### src/rtl/counter_seq_pkg.sv
// counter_seq_pkg: shared mode, state and direction encodings for the counter sequencer.
package counter_seq_pkg;
    typedef enum logic [1:0] {
        MODE_UP       = 2'd0,
        MODE_DOWN     = 2'd1,
        MODE_PINGPONG = 2'd2,
        MODE_SWEEP    = 2'd3
    } mode_t;

    typedef enum logic [1:0] {
        IDLE     = 2'd0,
        RUN_UP   = 2'd1,
        RUN_DOWN = 2'd2
    } state_t;

    localparam logic DIR_UP   = 1'b1;
    localparam logic DIR_DOWN = 1'b0;
endpackage

### src/rtl/counter_sequencer_tick_prescaler.sv
// tick_prescaler: free-running interval counter; one-cycle tick when it reaches max(period,1).
module tick_prescaler #(
    parameter int PRESCALE_BITS = 24
) (
    input  logic                     clk,
    input  logic                     reset,
    input  logic                     clear,
    input  logic                     run,
    input  logic [PRESCALE_BITS-1:0] period,
    output logic                     tick
);
    logic [PRESCALE_BITS-1:0] cnt;
    logic [PRESCALE_BITS-1:0] lim;

    // A zero period would tick every cycle; clamping keeps steps at least two cycles apart.
    assign lim  = (period == '0) ? PRESCALE_BITS'(1) : period;
    assign tick = run && (cnt == lim);

    always_ff @(posedge clk or posedge reset)
        if (reset)
            cnt <= '0;
        else if (clear)
            cnt <= '0;
        else if (run)
            cnt <= tick ? '0 : cnt + 1'b1;
endmodule

### src/rtl/counter_sequencer.sv
// counter_sequencer: drives an up/down counter's enable/direction per mode at a programmable tick rate.
// Optional pause input enabled by defining COUNTER_SEQ_PAUSE_EN.
module counter_sequencer
    import counter_seq_pkg::*;
#(
    parameter int COUNTER_SIZE  = 4,
    parameter int PRESCALE_BITS = 24
) (
    input  logic                     clk,
    input  logic                     reset,
    input  logic                     start,
    input  logic                     stop,
`ifdef COUNTER_SEQ_PAUSE_EN
    input  logic                     pause,
`endif
    input  logic [1:0]               mode,
    input  logic [PRESCALE_BITS-1:0] period,
    input  logic [COUNTER_SIZE-1:0]  low_limit,
    input  logic [COUNTER_SIZE-1:0]  high_limit,
    input  logic [COUNTER_SIZE-1:0]  count_value,
    output logic                     count_enable,
    output logic                     count_direction,
    output logic                     busy,
    output logic                     done
);
    state_t                    state, state_nxt;
    mode_t                     mode_q;
    logic [PRESCALE_BITS-1:0]  period_q;
    logic [COUNTER_SIZE-1:0]   low_q, high_q;
    logic                      accept, run, tick;
    logic                      en_nxt, dir_nxt, done_nxt;

    // A ping-pong range with no room between limits is rejected outright.
    assign accept = (state == IDLE) && start && !stop &&
                    !((mode == MODE_PINGPONG) && (high_limit <= low_limit));

`ifdef COUNTER_SEQ_PAUSE_EN
    assign run = (state != IDLE) && !pause;
`else
    assign run = state != IDLE;
`endif

    tick_prescaler #(.PRESCALE_BITS(PRESCALE_BITS)) u_prescaler (
        .clk    (clk),
        .reset  (reset),
        .clear  (accept),
        .run    (run),
        .period (period_q),
        .tick   (tick)
    );

    always_comb begin
        state_nxt = state;
        en_nxt    = 1'b0;
        dir_nxt   = count_direction;
        done_nxt  = 1'b0;
        if (stop)
            state_nxt = IDLE;
        else if (state == IDLE) begin
            if (accept) begin
                state_nxt = (mode == MODE_DOWN) ? RUN_DOWN : RUN_UP;
                dir_nxt   = (mode == MODE_DOWN) ? DIR_DOWN : DIR_UP;
            end
        end else if (tick) begin
            en_nxt = 1'b1;
            if (mode_q == MODE_PINGPONG && state == RUN_UP && count_value >= high_q) begin
                state_nxt = RUN_DOWN;
                dir_nxt   = DIR_DOWN;
            end else if (mode_q == MODE_PINGPONG && state == RUN_DOWN && count_value <= low_q) begin
                state_nxt = RUN_UP;
                dir_nxt   = DIR_UP;
            end else if (mode_q == MODE_SWEEP && count_value == high_q) begin
                state_nxt = IDLE;
                en_nxt    = 1'b0;
                done_nxt  = 1'b1;
            end
        end
    end

    always_ff @(posedge clk or posedge reset)
        if (reset) begin
            state           <= IDLE;
            count_enable    <= 1'b0;
            count_direction <= DIR_UP;
            busy            <= 1'b0;
            done            <= 1'b0;
        end else begin
            state           <= state_nxt;
            count_enable    <= en_nxt;
            count_direction <= dir_nxt;
            busy            <= state_nxt != IDLE;
            done            <= done_nxt;
        end

    always_ff @(posedge clk or posedge reset)
        if (reset) begin
            mode_q   <= MODE_UP;
            period_q <= '0;
            low_q    <= '0;
            high_q   <= '0;
        end else if (accept) begin
            mode_q   <= mode_t'(mode);
            period_q <= period;
            low_q    <= low_limit;
            high_q   <= high_limit;
        end
endmodule
### config.mk
export PLATFORM = sky130hd
export DESIGN_NAME = counter_sequencer
export DESIGN_NICKNAME = d
export VERILOG_FILES = /design/src/rtl/counter_seq_pkg.sv /design/src/rtl/counter_sequencer_tick_prescaler.sv /design/src/rtl/counter_sequencer.sv
export SDC_FILE = /design/constraint.sdc
export NUM_CORES = 1
export LEC_CHECK = 0
export ABC_AREA = 1
export BUFFER_PORTS_ARGS = -buffer_cell sky130_fd_sc_hd__buf_2
export CELL_PAD_IN_SITES_DETAIL_PLACEMENT = 0
export CELL_PAD_IN_SITES_GLOBAL_PLACEMENT = 1
export CORE_AREA = 4 4 112 114
export CTS_CLUSTER_DIAMETER = 150
export DETAILED_ROUTE_END_ITERATION = 6
export DIE_AREA = 0 0 116 118
export PLACE_DENSITY_LB_ADDON = 0.1
export SYNTH_ARGS = -nofsm -noshare
export SYNTH_HDL_FRONTEND = slang
export SYNTH_SLANG_ARGS = --single-unit
### constraint.sdc
create_clock -name clk -period 4.3 [get_ports clk]
set_input_delay 0.43 -clock clk [delete_from_list [all_inputs] [get_ports clk]]
set_output_delay 0.43 -clock clk [all_outputs]
set_load 0.02 [all_outputs]
# After elaboration in Yosys (flattened, before gate mapping)
# Index checks and enable logic that the tools add are counted.
# totals
output_inout_bits	4
latch_bits	0
rom_bits	0
regBits	64
mem_count	0
inputBits	42
wordCells	74
mem_bits_rw	0
# classes
n_mul	0
eq_ne	9
n_div	0
shifts	0
add_sub_neg	1
n_mux	30
n_lt_le_gt_ge	3
n_reduce_logical	20
n_bitwise	1
# op_table
op	n
two-way mux 24 bit	4
adder 24 x 1 -> 24 bit, second input constant	1
equality test 24 bit	1
logical NOT 24 bit	1
two-way mux 1 bit	18
two-way mux 2 bit	8
logical AND 1 bit	10
equality test 2 bit, second input constant	4
<= comparator 4 bit	2
nonzero test 2 bit	4
equality test 2 x 1 -> 1 bit, second input constant	2
equality test 4 bit	1
>= comparator 4 bit	1
AND reduction 4 bit	1
nonzero test 3 bit	1
logical NOT 1 bit	2
logical NOT 2 bit	1
inequality test 2 bit, second input constant	1
NOT 1 bit	1

# Logic depth before layout (Yosys ltp)
# Gate-level depths: netlist (run 1).
# logic_depth
depth_word	9
depth_mapped	14
depth_no_buf	14

# Hierarchy
# A second synthesis (run 1) with hierarchy kept.
# unflattened
hier_cells	630
area_unflattened_um2	4304.1
# by_module_without_submodules
mod	cells_each	instances	area_per_inst_um2	seq_area_each_um2
tick_prescaler	375	1	2309.7	600.6
counter_sequencer	255	1	1994.4	1002.2

# Worst setup path before layout (run 1)
# OpenSTA, ideal clock, no wires.
# synth_timing
path_type	input-to-reg
start	input port low_limit[3]
end	register low_q[0]
t_arrival_ps	1767
required_ps	4175
setup_time_ps	125
path_slack_ps	2408
path_stages	9
n_path_buf	1
cell_sequence	inv_1 > ha_1 > a21oi_1 > o21ai_0 > o21ai_0 > nand3_1 > nand2_1 > buf_2 > mux2_2
# synth_via
elab_chain_cells	4
# synth_rtl
item	line_no	rtl
start: declaration	counter_sequencer.sv:18	input logic [COUNTER_SIZE-1:0] low_limit,
<= comparator 4 bit	counter_sequencer.sv:35	!((mode == MODE_PINGPONG) && (high_limit <= low_limit));
logical AND 1 bit	counter_sequencer.sv:35	
logical NOT 1 bit	counter_sequencer.sv:35	
logical AND 1 bit	counter_sequencer.sv:34	assign accept = (state == IDLE) && start && !stop &&
end signal: assignment	counter_sequencer.sv:104	low_q <= low_limit;
end: declaration	counter_sequencer.sv:29	logic [COUNTER_SIZE-1:0] low_q, high_q;
# Every way passes these cells.
# A chain may end at the register's enable or synchronous reset.

# Worst setup path in the final report (run 1)
# layout_timing
start	input port low_limit[3]
end	register period_q[23]
# layout_via
elab_chain_cells	4
# layout_rtl
item	line_no	rtl
<= comparator 4 bit	counter_sequencer.sv:35	
logical AND 1 bit	counter_sequencer.sv:35	
logical NOT 1 bit	counter_sequencer.sv:35	
logical AND 1 bit	counter_sequencer.sv:34	
end signal: assignment	counter_sequencer.sv:103	period_q <= period;
end: declaration	counter_sequencer.sv:28	logic [PRESCALE_BITS-1:0] period_q;
# Every way passes these cells.

==> run summary, run 1 <==
The flow ran to the end, and the final reports show no timing, DRC or antenna violations. The count of synthesis-stage warnings from yosys came out at 0. The largest single stage delay on the critical path is 0.43 ns. The antenna cell count is 0. The count of endpoints failing hold in the final timing report is 0.

The aggregate global routing overflow is 0. The worst-margin pin slew is 0.618 ns. The area overhead of the layout relative to synthesis is 15.4%. The classification of the worst setup path is primary input to flip-flop. The slowest stage of the critical path belongs to the cell sky130_fd_sc_hd__buf_4.

The endpoint required time on the critical path came out at 4.51 ns. The maximum number of pins on one net before global-route repair came out at 38. TritonCTS built the clock tree. The H-tree was split into 3 levels. The final wirelength is 9.95 mm. In this run the core area contains 39 standard-cell rows. The cell repeated most along the worst path is sky130_fd_sc_hd__o21ai_0. For this design the total switching power over the nets is 614 uW. The worst setup path is captured at a flip-flop. Synthesis instantiated 36 different standard cells from the library. The cell-internal power came out at 1.34 mW. The fraction of power spent switching nets is 31.3%. The area of the core is 0.0114 sq mm. The worst register-to-register path ends at count_direction$_DFFE_PP1P_.

The number of buffers created by CTS came out at 9. The overall routing resource usage is 15.6%. CTS placed an instance of sky130_fd_sc_hd__clkbuf_16 at the clock tree root. The cell area that synthesis handed to floorplanning was 0.00395 sq mm.

The worst hold path belongs to the class primary input to async pin. The count of final max-slew check failures came out at 0. For this design, the sink count on the clock tree is 64. The depth of the worst register-to-register path is 11. In this run the critical register-to-register path is launched from state[0]$_DFF_PP0_. The mean instance size in the synthesized netlist is 9.22 sq um. The global placement routability congestion came out at 0.778. In the final design database the tool counted 533 nets. The number of antenna violations at the first check in global routing is 0.

The portion of the clock cycle consumed by the worst path in the final layout is 50.5%. The number of post-CTS setup repair buffers came out at 0. The cell count after placement is 610.

The maximum vdd drop is 0.000181 V. The first global-routing pass estimated 16.4 mm of wire. The number of violations reported at the end of detailed-routing iteration 0 is 187. The pre-antenna-repair detailed-routing pass consisted of 6 iterations.

For flop-to-flop paths, the worst setup slack is 2.15 ns. Detailed placement finished with a half-perimeter wire length of 7.65 mm. The final setup TNS is 0 ns. The final count of negative-setup-slack endpoints is 0. The worst setup path is launched from a primary input. The signal arrival time at the worst endpoint is 2.38 ns. 46 I/O pins were placed. The count of port buffers added during placement came out at 45. The initial core utilization came out at 34.6%. The areal power density over the cells came out at 429 mW/mm^2. The area of the die is 0.0137 sq mm. The net count after synthesis came out at 484. The die outline height came out at 118 microns. The remaining number of nets flagged by the antenna check after routing is 0.

The worst hold margin came out at 0.172 ns. For the final database, setup skew stands at 0.00508 ns. The sequential cell fraction of total power came out at 41.2%. Setup repair after global routing left no endpoint under its margin.

After synthesis, flip-flops and latches occupy 40.5% of the total area. The number of global-route vias before repair came to 3130. The count of hold buffers inserted by post-cts repair is 0.

Timing would allow up to 461 MHz. The worst relative slew slack came out at 58.8%. After clock tree synthesis, the clock-pin slew on the worst setup and hold paths is 0.05 ns. The post-synthesis instance total came out at 429. The number of gates resized after CTS is 0. Along the worst path, the maximum fanout reaches 37. From left edge to right edge, the die measures 116 microns. The maximum buffer depth of the clock tree is 2. The instance area at placement is 0.00428 sq mm. The final critical path time including I/O delays and setup came out at 2.17 ns. Traced cell by cell, the critical path runs through buf_2 > inv_1 > ha_1 > a21oi_1 > o21ai_0 > o21ai_0 > nand3_1 > nand2_2 > buf_4 > mux2_2. The fraction of layout cells with a size suffix above 1 is 29.2%. Max-cap violations in this run came to 0. The detailed-route via count came out at 3033. The final routed DRC violation total came out at 0. The ratio of routed vias to standard cells is 4.85. The clock insertion delay at the later pin of the skew report came out at 0.33 ns. The combinational power share is 23.1%. After synthesis the netlist holds a flip-flop and latch count of 64. The final core utilization is 40.0%. Dividing the detail-routed wire length by the instance count gives 15.9 microns. The relative contribution of the clock network to total power is 35.8%.

The finished cells cover 0.00456 sq mm. The filler-free cell count of the finished design came out at 626. In this run the static leakage power is 2.03 nW.
==> logic make-up (layout without fill, tap and decap cells) <==
kind of cell,count (synthesis),in the layout,share of synthesized area [%]
multiplexers,24,24,6.84
flip-flops,64,64,40.5
adder cells (fa/ha/maj),13,13,4.11
XOR/XNOR,34,34,7.53
AO/OA/AOI/OAI,56,56,11.0
AND/OR/NAND/NOR,173,173,22.1
buffers and inverters,65,119,7.85
==> metrics by stage <==
step	power (mW)	setup WS (ns)
finish	1.96	2.13
global route	2.08	1.96
CTS	1.99	2.10
detailed placement	1.28	1.75
global placement	1.27	1.82
floorplan	1.16	2.27
==> routing by layer <==
layer | track usage, % | share of wire (%)
met5 | 0 | 0
met4 | 5.00 | 1.4
met3 | 3.91 | 4.5
met2 | 24.0 | 47
met1 | 21.2 | 47
==> cell type report <==
class / instances / area (sq um)
Fill cell: 1187 / 6850
Multi-Input combinational cell: 300 / 2040
Sequential cell: 64 / 1600
Clock buffer: 13 / 270
Timing Repair Buffer: 48 / 248
Inverter: 55 / 206
Tap cell: 143 / 179
Clock inverter: 3 / 15.0
==> flip-flops by register name, indices dropped and copies added (netlist names) <==
register and flops:
count_enable 1, mode_q 2, u_prescaler.cnt 24, state 2, high_q 4, busy 1
done 1, count_direction 1, period_q 24, low_q 4
==> critical path, delay by kind of cell <==
kind,cells,cell delay (ns)
AO/OA/AOI/OAI,3,0.34
multiplexers,1,0.39
AND/OR/NAND/NOR,2,0.36
adder cells (fa/ha/maj),1,0.30
buffers and inverters,3,0.54
==> synth_stat cells (all sizes together) <==
cell type / n / area [sq um]
o22ai: 22 / 263
xor2: 26 / 228
buf: 10 / 104
o21ai: 20 / 100
or2: 1 / 6.26
xnor2: 8 / 70.1
nor4: 8 / 68.8
a22o: 1 / 8.76
nand2: 72 / 292
nand4: 6 / 37.5
nand3: 26 / 153
dfrtp: 63 / 1580
nor4b: 1 / 23.8
ha: 13 / 163
inv: 55 / 206
nor3: 11 / 71.3
a21oi: 13 / 65.1
mux2: 24 / 270
nor3b: 1 / 12.5
nor2: 47 / 209
dfstp: 1 / 26.3
==> worst max-delay path by stage <==
| stage | startpoint | endpoint | slack (ns) |
|---|---|---|---|
| floorplan | reset | busy$_DFF_PP0_ | 2.27 |
| global placement | low_limit[3] | period_q[8]$_DFFE_PP0P_ | 1.82 |
| detailed placement | low_limit[3] | period_q[23]$_DFFE_PP0P_ | 1.75 |
| CTS | low_limit[3] | period_q[23]$_DFFE_PP0P_ | 2.10 |
| global route | low_limit[3] | period_q[23]$_DFFE_PP0P_ | 1.96 |
| finish | low_limit[3] | period_q[23]$_DFFE_PP0P_ | 2.13 |
==> power by group through the flow <==
stage / sequential (mW) / clock [mW] / combinational [mW]
finish: 0.806 / 0.700 / 0.452
global route: 0.823 / 0.747 / 0.514
CTS: 0.809 / 0.719 / 0.460
detailed placement: 0.820 / 0 / 0.457
global placement: 0.817 / 0 / 0.451
floorplan: 0.795 / 0 / 0.367
==> cell usage in the layout (no fill, tap or decap), types with 7 or more instances in the layout <==
master	netlist	layout
sky130_fd_sc_hd__o22ai_2	20	20
sky130_fd_sc_hd__nand3_1	23	23
sky130_fd_sc_hd__xnor2_1	8	8
sky130_fd_sc_hd__inv_2	8	9
sky130_fd_sc_hd__inv_1	47	46
sky130_fd_sc_hd__ha_1	13	13
sky130_fd_sc_hd__nor2_2	7	7
sky130_fd_sc_hd__o21ai_0	18	18
sky130_fd_sc_hd__nor2_1	38	38
sky130_fd_sc_hd__nand2_1	69	68
sky130_fd_sc_hd__dfrtp_1	63	63
sky130_fd_sc_hd__mux2_2	24	24
sky130_fd_sc_hd__xor2_1	26	26
sky130_fd_sc_hd__clkbuf_16	0	9
sky130_fd_sc_hd__a21oi_1	13	13
sky130_fd_sc_hd__nor3_1	9	9
sky130_fd_sc_hd__buf_2	3	45
Note: power is estimated with default switching activity, not from simulation.
==> inputs of run 2 (changes only) <==
- ABC_AREA: 1 -> 0
- CORE_AREA: 4 4 112 114 -> 4 4 107 109
- DIE_AREA: 0 0 116 118 -> 0 0 111 113
- clock period: 4.3 -> 1.78 ns (I/O delays scaled with it)
==> run 2 against run 1 <==
Against the previous run: sequential power rose to 2.6 times the previous value; the flow now finishes with violations (setup timing); synthesized cell count down 15%; critical path type is now flip-flop to flip-flop; clock skew up 0.0091 ns; via count up 9.2%; global-route usage up 2.0 points; utilization up 10 points; sequential cell count unchanged.
==> run summary, run 2 <==
The number of global-route vias before repair is 3394. The cell family contributing the most delay on the critical path is simple AND/OR/NAND/NOR gates. The initial core utilization is 34.1%. The final core utilization came out at 50.4%. Traced cell by cell, the critical path runs through or4_4 > o311a_4 > or4_4 > a2111o_1 > a22oi_2. Yosys attributes the largest share of cell area to sky130_fd_sc_hd__dfrtp_1, sky130_fd_sc_hd__mux2_2, sky130_fd_sc_hd__xor2_1. Routability-driven placement finished with a final weighted congestion of 0.798. The fraction of post-synthesis cell area in the top cell type by area came out at 43.6%. The flop and latch count out of synthesis came out at 64.

The number of nets handed over by synthesis was 418. The synthesized netlist occupies a cell area of 0.00362 sq mm. The cell count after synthesis came out at 363.

The critical path is of the flip-flop to flip-flop type. The maximum number of pins on one net before global-route repair is 65. The count of endpoints failing hold in the final timing report is 0. The worst slack after detailed placement is -0.739 ns. Max-cap violations in this run came to 0. In this run the remaining antenna-violating nets after routing total 0. The detailed-route via count is 3311. The timing-limited maximum frequency came out at 402 MHz. In this design, the critical path's most frequently occurring cell is sky130_fd_sc_hd__or4_4. The path class of the tightest hold or removal check is primary input to flip-flop.

The multiplexer area fraction after synthesis is 8.99%. The width of the chip is 111 microns. The critical path starts at period_q[21]$_DFFE_PP0P_. The synthesized netlist devotes 13.5% of its cell area to compound gates. During synthesis, Yosys emitted a total of 0 warnings.

The repair_antennas step left the layout with diodes totalling 0. The largest registers in the layout are period_q: 24 flops, u_prescaler.cnt: 24 flops. The count of port buffers added during placement came out at 45. The number of sinks driven by the clock tree came out at 64. The final critical path time including I/O delays and setup came out at 2.49 ns. The run finished, with violations left. The startpoint of the lowest-slack register-to-register path is period_q[21]$_DFFE_PP0P_. The sequential share of the synthesized area is 44.3%.

The number of core rows came out at 38. The number of antenna violations at the first check in global routing came out at 0. Summing the areas of all xor and xnor instances in the mapped netlist gives 6.29% of the synthesized area. The clock insertion delay at the later pin of the skew report is 0.36 ns.

The final setup TNS came out at -17.34 ns. The total overflow left after global routing is 0. No sink is reached through more buffers than the 2 on the longest clock path. Dividing the final minimum period by the clock period gives 140%. The die outline height is 113 microns. In the layout the commonest cells are sky130_fd_sc_hd__buf_4, sky130_fd_sc_hd__dfrtp_1, sky130_fd_sc_hd__buf_2.

After synthesis, the netlist uses 53 different library cells. The number of nets in the layout is 572. The final critical-path setup slack came out at -0.707 ns. The area of the core is 0.0106 sq mm. The final wirelength is 11.0 mm. The first routing iteration left 144 violations. The worst setup path is launched from a flip-flop.

The count of final max-slew check failures came out at 0. The worst clock skew came out at 0.0142 ns. The combinational family with the most area after synthesis is simple AND/OR/NAND/NOR gates. Global routing used 17.6% of the available tracks across all layers.

Dividing the detail-routed via count by the number of cells gives 5.00. The maximum level of the CTS H-tree came out at 3. The proportion of synthesized flip-flops having asynchronous set or reset came out at 100%. The static leakage power is 2.49 nW.

TritonCTS built the clock tree. The post-synthesis simple-gate area fraction is 18.6%. The area overhead of the layout relative to synthesis came out at 47.6%. The final routed DRC violation total came out at 0. The global-route wire length before repair came out at 17.5 mm.

The completed layout was analyzed and its total power is 5.79 mW. Summed over all nets, the half-perimeter wirelength after detailed placement is 7.97 mm. Setup violations remaining at the end of the flow were counted as 30. The area of the die came out at 0.0125 sq mm. The sum of buffers and inverters on the critical path is 0. The number of enable flip-flop cells after synthesis is 0.

The worst relative slew slack is 61.7%. The post-synthesis adder-cell area fraction came out at 4.49%. The slowest cell on the critical path is sky130_fd_sc_hd__or4_4. The largest fanout on the critical path came out at 4.

VDD sags by at most 0.000602 V. The root buffer cell is sky130_fd_sc_hd__clkbuf_8. The number of buffers created by CTS is 9. The pre-antenna-repair detailed-routing pass consisted of 4 iterations. The final routed wire length divided by cell count is 16.6 microns.

The worst-margin pin slew is 0.568 ns. In this run the most critical hold path is launched from period[3]. The clock slew at the register clock pins of the worst setup and hold paths is 0.08 ns.

The signal arrival time at the worst endpoint came out at 2.76 ns. sky130_fd_sc_hd__dfrtp_1 takes more of the synthesized area than any other cell. The most common cell after layout, fill and taps aside is sky130_fd_sc_hd__buf_4. The primary flip-flop cell chosen by synthesis mapping is sky130_fd_sc_hd__dfrtp_1.

The worst hold margin is 0.0554 ns. The areal power density over the cells came out at 1080 mW/mm^2. The delay of the slowest critical-path stage came out at 0.56 ns. Averaged over all synthesized cells, the footprint is 9.97 sq um.

The most frequent cell after synthesis is sky130_fd_sc_hd__dfrtp_1. The fraction of layout cells with a size suffix above 1 came out at 45.6%. STA classifies the critical path endpoint as a flip-flop. The number of I/O pins is 46. The final reports fail on setup timing. STA puts the critical path data required time at 2.05 ns. By count the netlist is led by sky130_fd_sc_hd__dfrtp_1, sky130_fd_sc_hd__nand2_1, sky130_fd_sc_hd__mux2_2. Setup repair after global routing could not meet its margin everywhere.
[run 2: cell types whose count changed after synthesis, moves of 7 or more]
cell / delta
sky130_fd_sc_hd__nand2_1: -32
sky130_fd_sc_hd__nand2b_1: +8
sky130_fd_sc_hd__inv_2: -8
sky130_fd_sc_hd__nand4_1: +9
sky130_fd_sc_hd__inv_1: -28
sky130_fd_sc_hd__nor4_1: +8
sky130_fd_sc_hd__nor2_1: -19
sky130_fd_sc_hd__clkbuf_1: +9
sky130_fd_sc_hd__xor2_1: -7
sky130_fd_sc_hd__nand3_1: -13
sky130_fd_sc_hd__o22ai_2: -20
[run 2: timing repair]
item	CTS	global route
buffers inserted	3	6
setup endpoints to repair	62	34
pin swaps	2	14
endpoints found under the hold margin	63	0
cloned	0	5
gates resized for setup	14	37
hold buffers	1	0
[run 2: area by class of cell]
| type | instances | area [sq um] |
|---|---|---|
| Tap cell | 140 | 175 |
| Clock inverter | 6 | 43.8 |
| Multi-Input combinational cell | 267 | 2090 |
| Inverter | 19 | 71.3 |
| Sequential cell | 64 | 1600 |
| Timing Repair Buffer | 156 | 1210 |
| Clock buffer | 10 | 138 |
| Fill cell | 1033 | 5260 |
[run 2: report_power, final]
part	switching, mW	internal (mW)	leakage, nW
sequential	0.256	1.83	0.810
combinational	1.15	1.37	1.59
clock	0.633	0.548	0.0926
[run 2: kinds of logic (layout without fill, tap and decap cells)]
logic type / count (synthesis) / count (layout)
AO/OA/AOI/OAI: 67 / 67
XOR/XNOR: 26 / 26
adder cells (fa/ha/maj): 13 / 13
buffers and inverters: 32 / 191
flip-flops: 64 / 64
multiplexers: 29 / 29
AND/OR/NAND/NOR: 132 / 132
[run 2: worst register-to-register path, cell delays in order, from the launching register on]
cell	delay, ns
sky130_fd_sc_hd__dfrtp_1	0.38
sky130_fd_sc_hd__or4_4	0.56
sky130_fd_sc_hd__o311a_4	0.38
sky130_fd_sc_hd__or4_4	0.52
sky130_fd_sc_hd__a2111o_1	0.40
sky130_fd_sc_hd__a22oi_2	0.18
[run 2: final timing paths]
path	endpoint	slack [ns]	cells past startpoint
worst max-delay path	count_direction$_DFFE_PP1P_	-0.71	5
worst min-delay path	period_q[3]$_DFFE_PP0P_	0.06	2
worst max register to register	count_direction$_DFFE_PP1P_	-0.71	5
worst min register to register	low_q[2]$_DFFE_PP0P_	0.48	2
max in group asynchronous	count_direction$_DFFE_PP1P_	1.04	4
min in group asynchronous	u_prescaler.cnt[10]$_DFFE_PP0P_	0.42	4
[run 2: stage by stage]
stage / instances / instance area [sq um]
after floorplan: 363 / 3680
after global placement: 631 / 4760
after detailed placement: 631 / 4760
after CTS: 651 / 5020
after global routing: 662 / 5340
final: 662 / 5340
[run 2: routing by layer]
layer / GRT usage [%] / wire, microns / vias up
met5: 0 / 0 / -
met4: 4.76 / 116 / 0
met3: 4.06 / 495 / 10
met2: 26.6 / 5070 / 64
met1: 25.3 / 5310 / 1594
li1: - / - / 1643
